--- config.mk ---
export PLATFORM = sky130hd
export DESIGN_NAME = alu_arbiter_flat
export DESIGN_NICKNAME = d
export VERILOG_FILES = /design/src/rtl/alu_pkg.sv /design/src/rtl/alu_arbiter_if.sv /design/src/rtl/alu_arbiter_alu.sv /design/src/rtl/alu_arbiter.sv /design/src/flat_wrapper.sv
export SDC_FILE = /design/constraint.sdc
export NUM_CORES = 1
export LEC_CHECK = 0
export BUFFER_PORTS_ARGS = -buffer_cell sky130_fd_sc_hd__buf_4
export CORE_ASPECT_RATIO = 1.5
export CORE_MARGIN = 2
export CORE_UTILIZATION = 30
export CTS_BUF_LIST = sky130_fd_sc_hd__clkbuf_2 sky130_fd_sc_hd__clkbuf_4 sky130_fd_sc_hd__clkbuf_8
export DETAILED_ROUTE_END_ITERATION = 12
export PLACE_DENSITY = 0.61
export SLEW_MARGIN = 25
export SYNTH_ARGS = -nofsm -noshare
export SYNTH_HDL_FRONTEND = slang
export SYNTH_SLANG_ARGS = --single-unit
--- constraint.sdc ---
create_clock -name clk -period 5 [get_ports clk]
set_clock_uncertainty 0.15 [all_clocks]
set_input_delay 0.25 -clock clk [delete_from_list [all_inputs] [get_ports clk]]
set_output_delay 0.25 -clock clk [all_outputs]
set_load 0.1 [all_outputs]
--- src/rtl/alu_pkg.sv ---
// Shared encodings for the arbitrated ALU: control codes,
// sequencer states and the default datapath width.
package alu_pkg;

    localparam int ALU_W = 32;

    typedef enum logic [2:0] {
        ALU_ADD = 3'b000,
        ALU_SUB = 3'b001,
        ALU_AND = 3'b010,
        ALU_OR  = 3'b011,
        ALU_SLT = 3'b101
    } alu_ctrl_e;

    typedef enum logic [1:0] {
        IDLE = 2'b00,
        EXEC = 2'b01,
        DONE = 2'b10
    } state_e;

endpackage

--- src/rtl/alu_arbiter_if.sv ---
// Two request ports plus one tagged response channel.
// master: requesters and result consumer; slave: the arbiter.
interface alu_arbiter_if #(
    parameter int N = 32
);

    logic         req0_valid;
    logic         req0_ready;
    logic [N-1:0] req0_a;
    logic [N-1:0] req0_b;
    logic [2:0]   req0_ctrl;

    logic         req1_valid;
    logic         req1_ready;
    logic [N-1:0] req1_a;
    logic [N-1:0] req1_b;
    logic [2:0]   req1_ctrl;

    logic         rsp_valid;
    logic         rsp_ready;
    logic         rsp_id;
    logic [N-1:0] rsp_result;
    logic         rsp_zero;

    modport master (
        output req0_valid, req0_a, req0_b, req0_ctrl,
        output req1_valid, req1_a, req1_b, req1_ctrl,
        output rsp_ready,
        input  req0_ready, req1_ready,
        input  rsp_valid, rsp_id, rsp_result, rsp_zero
    );

    modport slave (
        input  req0_valid, req0_a, req0_b, req0_ctrl,
        input  req1_valid, req1_a, req1_b, req1_ctrl,
        input  rsp_ready,
        output req0_ready, req1_ready,
        output rsp_valid, rsp_id, rsp_result, rsp_zero
    );

endinterface

--- src/rtl/alu_arbiter_alu.sv ---
// Combinational N-bit ALU: add/sub/and/or/slt.
// Unknown control codes yield zero so a response is still produced.
module alu_arbiter_alu
    import alu_pkg::*;
#(
    parameter int N = ALU_W
) (
    input  logic [N-1:0] a_i,
    input  logic [N-1:0] b_i,
    input  logic [2:0]   ctrl_i,
    output logic [N-1:0] result_o,
    output logic         zero_o
);

    logic [N-1:0] sum;
    logic [N-1:0] b_op;
    logic         sub;
    logic         lt;

    assign sub  = (ctrl_i == ALU_SUB);
    assign b_op = sub ? ~b_i : b_i;
    assign sum  = a_i + b_op + {{(N-1){1'b0}}, sub};
    assign lt   = $signed(a_i) < $signed(b_i);

    always_comb begin
        result_o = '0;
        case (ctrl_i)
            ALU_ADD: result_o = sum;
            ALU_SUB: result_o = sum;
            ALU_AND: result_o = a_i & b_i;
            ALU_OR:  result_o = a_i | b_i;
            ALU_SLT: result_o = {{(N-1){1'b0}}, lt};
            default: result_o = '0;
        endcase
    end

    assign zero_o = (result_o == '0);

endmodule

--- src/rtl/alu_arbiter.sv ---
// Round-robin share of one ALU between two requesters,
// one op in flight, registered operands and tagged response.
module alu_arbiter
    import alu_pkg::*;
#(
    parameter int N = ALU_W
) (
    input logic          clk,
    input logic          reset,
    alu_arbiter_if.slave bus
);

    state_e       state_q, state_d;
    logic         prio_q, prio_d;
    logic [N-1:0] a_q, a_d;
    logic [N-1:0] b_q, b_d;
    logic [2:0]   ctrl_q, ctrl_d;
    logic         id_q, id_d;
    logic [N-1:0] res_q, res_d;
    logic         zero_q, zero_d;
    logic         rid_q, rid_d;

    logic         any_v;
    logic         gnt_id;
    logic [N-1:0] alu_res;
    logic         alu_zero;

    // Contention goes to prio; otherwise the lone valid port wins.
    assign any_v  = bus.req0_valid | bus.req1_valid;
    assign gnt_id = (bus.req0_valid & bus.req1_valid)
                  ? prio_q : bus.req1_valid;

    alu_arbiter_alu #(.N(N)) u_alu (
        .a_i      (a_q),
        .b_i      (b_q),
        .ctrl_i   (ctrl_q),
        .result_o (alu_res),
        .zero_o   (alu_zero)
    );

    always_comb begin
        state_d        = state_q;
        prio_d         = prio_q;
        a_d            = a_q;
        b_d            = b_q;
        ctrl_d         = ctrl_q;
        id_d           = id_q;
        res_d          = res_q;
        zero_d         = zero_q;
        rid_d          = rid_q;
        bus.req0_ready = 1'b0;
        bus.req1_ready = 1'b0;
        unique case (state_q)
            IDLE: begin
                if (any_v) begin
                    bus.req0_ready = ~gnt_id;
                    bus.req1_ready = gnt_id;
                    a_d     = gnt_id ? bus.req1_a : bus.req0_a;
                    b_d     = gnt_id ? bus.req1_b : bus.req0_b;
                    ctrl_d  = gnt_id ? bus.req1_ctrl : bus.req0_ctrl;
                    id_d    = gnt_id;
                    prio_d  = ~gnt_id;
                    state_d = EXEC;
                end
            end
            EXEC: begin
                res_d   = alu_res;
                zero_d  = alu_zero;
                rid_d   = id_q;
                state_d = DONE;
            end
            DONE: begin
                if (bus.rsp_ready) begin
                    state_d = IDLE;
                end
            end
            default: state_d = IDLE;
        endcase
    end

    always_ff @(posedge clk or posedge reset) begin
        if (reset) begin
            state_q <= IDLE;
            prio_q  <= 1'b0;
            a_q     <= '0;
            b_q     <= '0;
            ctrl_q  <= '0;
            id_q    <= 1'b0;
            res_q   <= '0;
            zero_q  <= 1'b0;
            rid_q   <= 1'b0;
        end else begin
            state_q <= state_d;
            prio_q  <= prio_d;
            a_q     <= a_d;
            b_q     <= b_d;
            ctrl_q  <= ctrl_d;
            id_q    <= id_d;
            res_q   <= res_d;
            zero_q  <= zero_d;
            rid_q   <= rid_d;
        end
    end

    // Response fields read as zero whenever no result is offered.
    assign bus.rsp_valid  = (state_q == DONE);
    assign bus.rsp_id     = bus.rsp_valid & rid_q;
    assign bus.rsp_zero   = bus.rsp_valid & zero_q;
    assign bus.rsp_result = bus.rsp_valid ? res_q : '0;

endmodule

--- src/flat_wrapper.sv ---
// flat-port wrapper written by rule: the top's interface ports become plain ports
module alu_arbiter_flat import alu_pkg::*;
#(
    parameter int N = ALU_W
)
  (clk, reset, bus_req0_valid, bus_req0_a, bus_req0_b, bus_req0_ctrl, bus_req1_valid, bus_req1_a, bus_req1_b, bus_req1_ctrl, bus_rsp_ready, bus_req0_ready, bus_req1_ready, bus_rsp_valid, bus_rsp_id, bus_rsp_result, bus_rsp_zero);
  alu_arbiter_if #(.N(N)) bus_i ();
  input logic clk;
  input logic reset;
  input wire logic [$bits(bus_i.req0_valid)-1:0] bus_req0_valid;
  input wire logic [$bits(bus_i.req0_a)-1:0] bus_req0_a;
  input wire logic [$bits(bus_i.req0_b)-1:0] bus_req0_b;
  input wire logic [$bits(bus_i.req0_ctrl)-1:0] bus_req0_ctrl;
  input wire logic [$bits(bus_i.req1_valid)-1:0] bus_req1_valid;
  input wire logic [$bits(bus_i.req1_a)-1:0] bus_req1_a;
  input wire logic [$bits(bus_i.req1_b)-1:0] bus_req1_b;
  input wire logic [$bits(bus_i.req1_ctrl)-1:0] bus_req1_ctrl;
  input wire logic [$bits(bus_i.rsp_ready)-1:0] bus_rsp_ready;
  output wire logic [$bits(bus_i.req0_ready)-1:0] bus_req0_ready;
  output wire logic [$bits(bus_i.req1_ready)-1:0] bus_req1_ready;
  output wire logic [$bits(bus_i.rsp_valid)-1:0] bus_rsp_valid;
  output wire logic [$bits(bus_i.rsp_id)-1:0] bus_rsp_id;
  output wire logic [$bits(bus_i.rsp_result)-1:0] bus_rsp_result;
  output wire logic [$bits(bus_i.rsp_zero)-1:0] bus_rsp_zero;
  assign bus_i.req0_valid = bus_req0_valid;
  assign bus_i.req0_a = bus_req0_a;
  assign bus_i.req0_b = bus_req0_b;
  assign bus_i.req0_ctrl = bus_req0_ctrl;
  assign bus_i.req1_valid = bus_req1_valid;
  assign bus_i.req1_a = bus_req1_a;
  assign bus_i.req1_b = bus_req1_b;
  assign bus_i.req1_ctrl = bus_req1_ctrl;
  assign bus_i.rsp_ready = bus_rsp_ready;
  assign bus_req0_ready = bus_i.req0_ready;
  assign bus_req1_ready = bus_i.req1_ready;
  assign bus_rsp_valid = bus_i.rsp_valid;
  assign bus_rsp_id = bus_i.rsp_id;
  assign bus_rsp_result = bus_i.rsp_result;
  assign bus_rsp_zero = bus_i.rsp_zero;
  alu_arbiter #(.N(N)) u_core (.clk(clk), .reset(reset), .bus(bus_i));
endmodule
==> run metrics <==
highest-count cells in the layout ignoring fill and taps buf_4, inv_1, dlygate4sd3_1; fraction of synthesized cell area in xor and xnor cells 5.11%; Post-synth top flop dfrtp_1; Post-Synthesis Net Count 1321; Avg Vias per Cell 5.04; horizontal extent of the die 146 µm; FF/Latch Area 2630 µm²; sum of routed wire length over all layers 29500 µm; number of global-route vias before repair 8774; startpoint type of the worst setup path flip-flop; Final GP Congestion 0.948; arithmetic-cell share of the synthesized area counting full adders, half adders and majority gates 18.7%; fraction of registers with async set/reset 100%; core area 30100 µm²; final count of hold timing violations 1; max-slew headroom at the worst pin 34.7%; fraction of the cycle the final worst path needs 90.1%; Hold WS -0.00341 ns; violated checks hold timing; global-route wire length before repair 46600 µm; number of I/O port buffers 175; overflow left after global routing 0; maximum net fanout on the critical path 14; initial cell density of the core 30.2%; highest clock rate 222 MHz; worst setup margin 0.494 ns; Reg2Reg Setup Slack 0.49 ns; WL per Instance 17.1 µm; Gates resized, CTS repair 0; initial antenna violation count 0; number of unique standard cell types used by synthesis 70; Worst Hold Class input port to flip-flop; instance area at placement 10800 µm²; relative area change from synthesis to final layout 35.8%; number of fill cells 3079; total number of clock tree sinks 105; DP Worst Slack 0.567 ns; data arrival time of the critical path 4.71 ns; Post-Synth Simple-Gate Area 12.8%; worst-skew pair later-pin latency 0.41 ns; Finished Cell Area 12300 µm²; yosys warns 0; post-CTS setup buffers 0; overall routing resource usage 18.4%; cts bufs inserted 9; detailed-placement wirelength estimate 22200 µm; post-synthesis sequential area ratio 28.9%; Max Root-Sink Buffers 2; Worst-Margin Slew 0.977 ns; start-to-end type of the worst setup path flip-flop to flip-flop; total of max-cap violations 0; post-synthesis register bit count 105; mux cell area share after synthesis 2.31%; clock tree from TritonCTS done; Final Critical Period 4.51 ns; layout net count 1599; clock root cell clkbuf_8; remaining antenna violation count after routing 0; Die Ht 217 µm; Syn Inst Count 1047; number of detailed-route iterations in the first pass 10; pin count of the biggest net entering global routing 71; Iteration-0 DRC Markers 721; I/O pin total 176; Diodes inserted 0; total via count in the routed design 8724; main combinational cell family by area after synthesis compound AO/OA/AOI/OAI gates; count of unresolved DRC violations after routing 0; total standard cell area after synthesis 9090 µm²; most common cell after layout, fill and taps aside buf_4; RSZ-0062 raised after global routing false; final number of setup-violating endpoints 0; maximum level of the CTS H-tree 3; element type at the critical path end flip-flop; Rows 78; number of enable flip-flop cells after synthesis 0; final-report max-slew violation count 0; overall die area 31700 µm²; setup TNS 0 ns; clock edge transition at the registers on the reported setup and hold paths 0.10 ns; data required time of the critical path 5.20 ns; syn avg cell area 8.68 µm²; fraction of layout instances using a drive strength above 1 16.5%; area of the multi-input gates 5630 µm²; compound-cell area share of the yosys netlist 22.7%; run status complete, but fails checks
-- synthesized netlist by cell type (all sizes together), types with 4 or more instances --
cell | count | area (µm²)
a31oi | 8 | 50.1
o21ai | 55 | 275
a211oi | 13 | 97.6
nor3 | 9 | 45.0
nand4 | 11 | 68.8
a22oi | 6 | 45.0
mux2i | 21 | 210
and3 | 4 | 25.0
o21a | 7 | 52.6
nor2b | 6 | 37.5
ha | 134 | 1680
a21oi | 63 | 323
clkbuf | 45 | 169
and4 | 4 | 35.0
xnor2 | 45 | 394
nor3b | 4 | 30.0
xor2 | 8 | 70.1
a21o | 8 | 60.1
buf | 11 | 55.1
and2 | 38 | 238
nand3 | 7 | 35.0
inv | 170 | 638
a222oi | 67 | 671
o31ai | 5 | 37.5
nor4 | 7 | 43.8
a221oi | 5 | 50.0
nand2b | 10 | 62.6
nand2 | 67 | 251
dfrtp | 105 | 2630
nor2 | 44 | 165
-- what timing repair did --
item	4_1_cts	5_1_grt
endpoints found under the hold margin	118	0
hold buffers	135	0
endpoints found under the setup margin	0	0
-- cells by family (layout without fill, tap and decap cells) --
family | count (synthesis) | after routing
compound gates | 281 | 281
flops | 105 | 105
xor+xnor | 53 | 53
simple gates | 226 | 226
fa+ha+maj | 135 | 135
buf+inv | 226 | 509
mux | 21 | 21
-- state kept, by name, indices dropped and copies added, names as in the netlist, 2 cells and up --
signal and cells:
u_core.ctrl_q 3, u_core.b_q 32, u_core.state_q 2, u_core.a_q 32, u_core.res_q 32
-- final timing paths --
| path | endpoint | start | cells past startpoint |
|---|---|---|---|
| worst max register to register | u_core.zero_q$_DFFE_PP0N_ | u_core.ctrl_q[1]$_DFFE_PP0P_ | 15 |
| worst max-delay path | u_core.zero_q$_DFFE_PP0N_ | u_core.ctrl_q[1]$_DFFE_PP0P_ | 15 |
| max in group asynchronous | u_core.ctrl_q[0]$_DFFE_PP0P_ | reset | 4 |
| worst min register to register | u_core.res_q[26]$_DFFE_PP0N_ | u_core.res_q[26]$_DFFE_PP0N_ | 2 |
| min in group asynchronous | u_core.a_q[23]$_DFFE_PP0P_ | reset | 3 |
| worst min-delay path | u_core.ctrl_q[0]$_DFFE_PP0P_ | bus_req0_ctrl[0] | 3 |
-- worst max-delay path, stage by stage (launching register included) --
cell	delay (ns)
dfrtp_1	0.39
nor2_1	0.13
and2_1	0.22
buf_4	0.30
xnor2_1	0.10
ha_1	0.38
nand2b_1	0.13
a211oi_1	0.38
nand4_1	0.21
a211oi_1	0.52
o21ai_1	0.22
o21ai_1	0.24
xor2_1	0.12
a2111o_1	0.42
nor4_1	0.30
a32o_1	0.20
-- area by class of cell --
cell class,count,share of cell area (%)
clock buffers,10,1.12
clock inverters,6,0.324
inverters,170,5.19
multi-input cells,716,45.6
flip-flops and latches,105,21.3
well taps,400,4.06
repair buffers,323,22.4
-- per-layer routing --
metal  track usage, %  part of all wire [%]
met5                0                     0
met4             7.28                   3.1
met3             2.43                   4.3
met2             33.4                    52
met1             21.8                    41
-- through the flow --
stage	cells	hold WS, ns	utilization (%)
6_report	1730	-0.00341	41.1
5_1_grt	1730	0.00370	41.1
4_1_cts	1730	0.00354	41.1
3_5_place_dp	1579	0.259	36.0
3_3_place_gp	1579	0.253	36.0
2_1_floorplan	1047	0.207	-
Power is left out: the tool's default activity adds up to more than one toggle a clock period on the data nets, which glitch-free logic cannot reach.
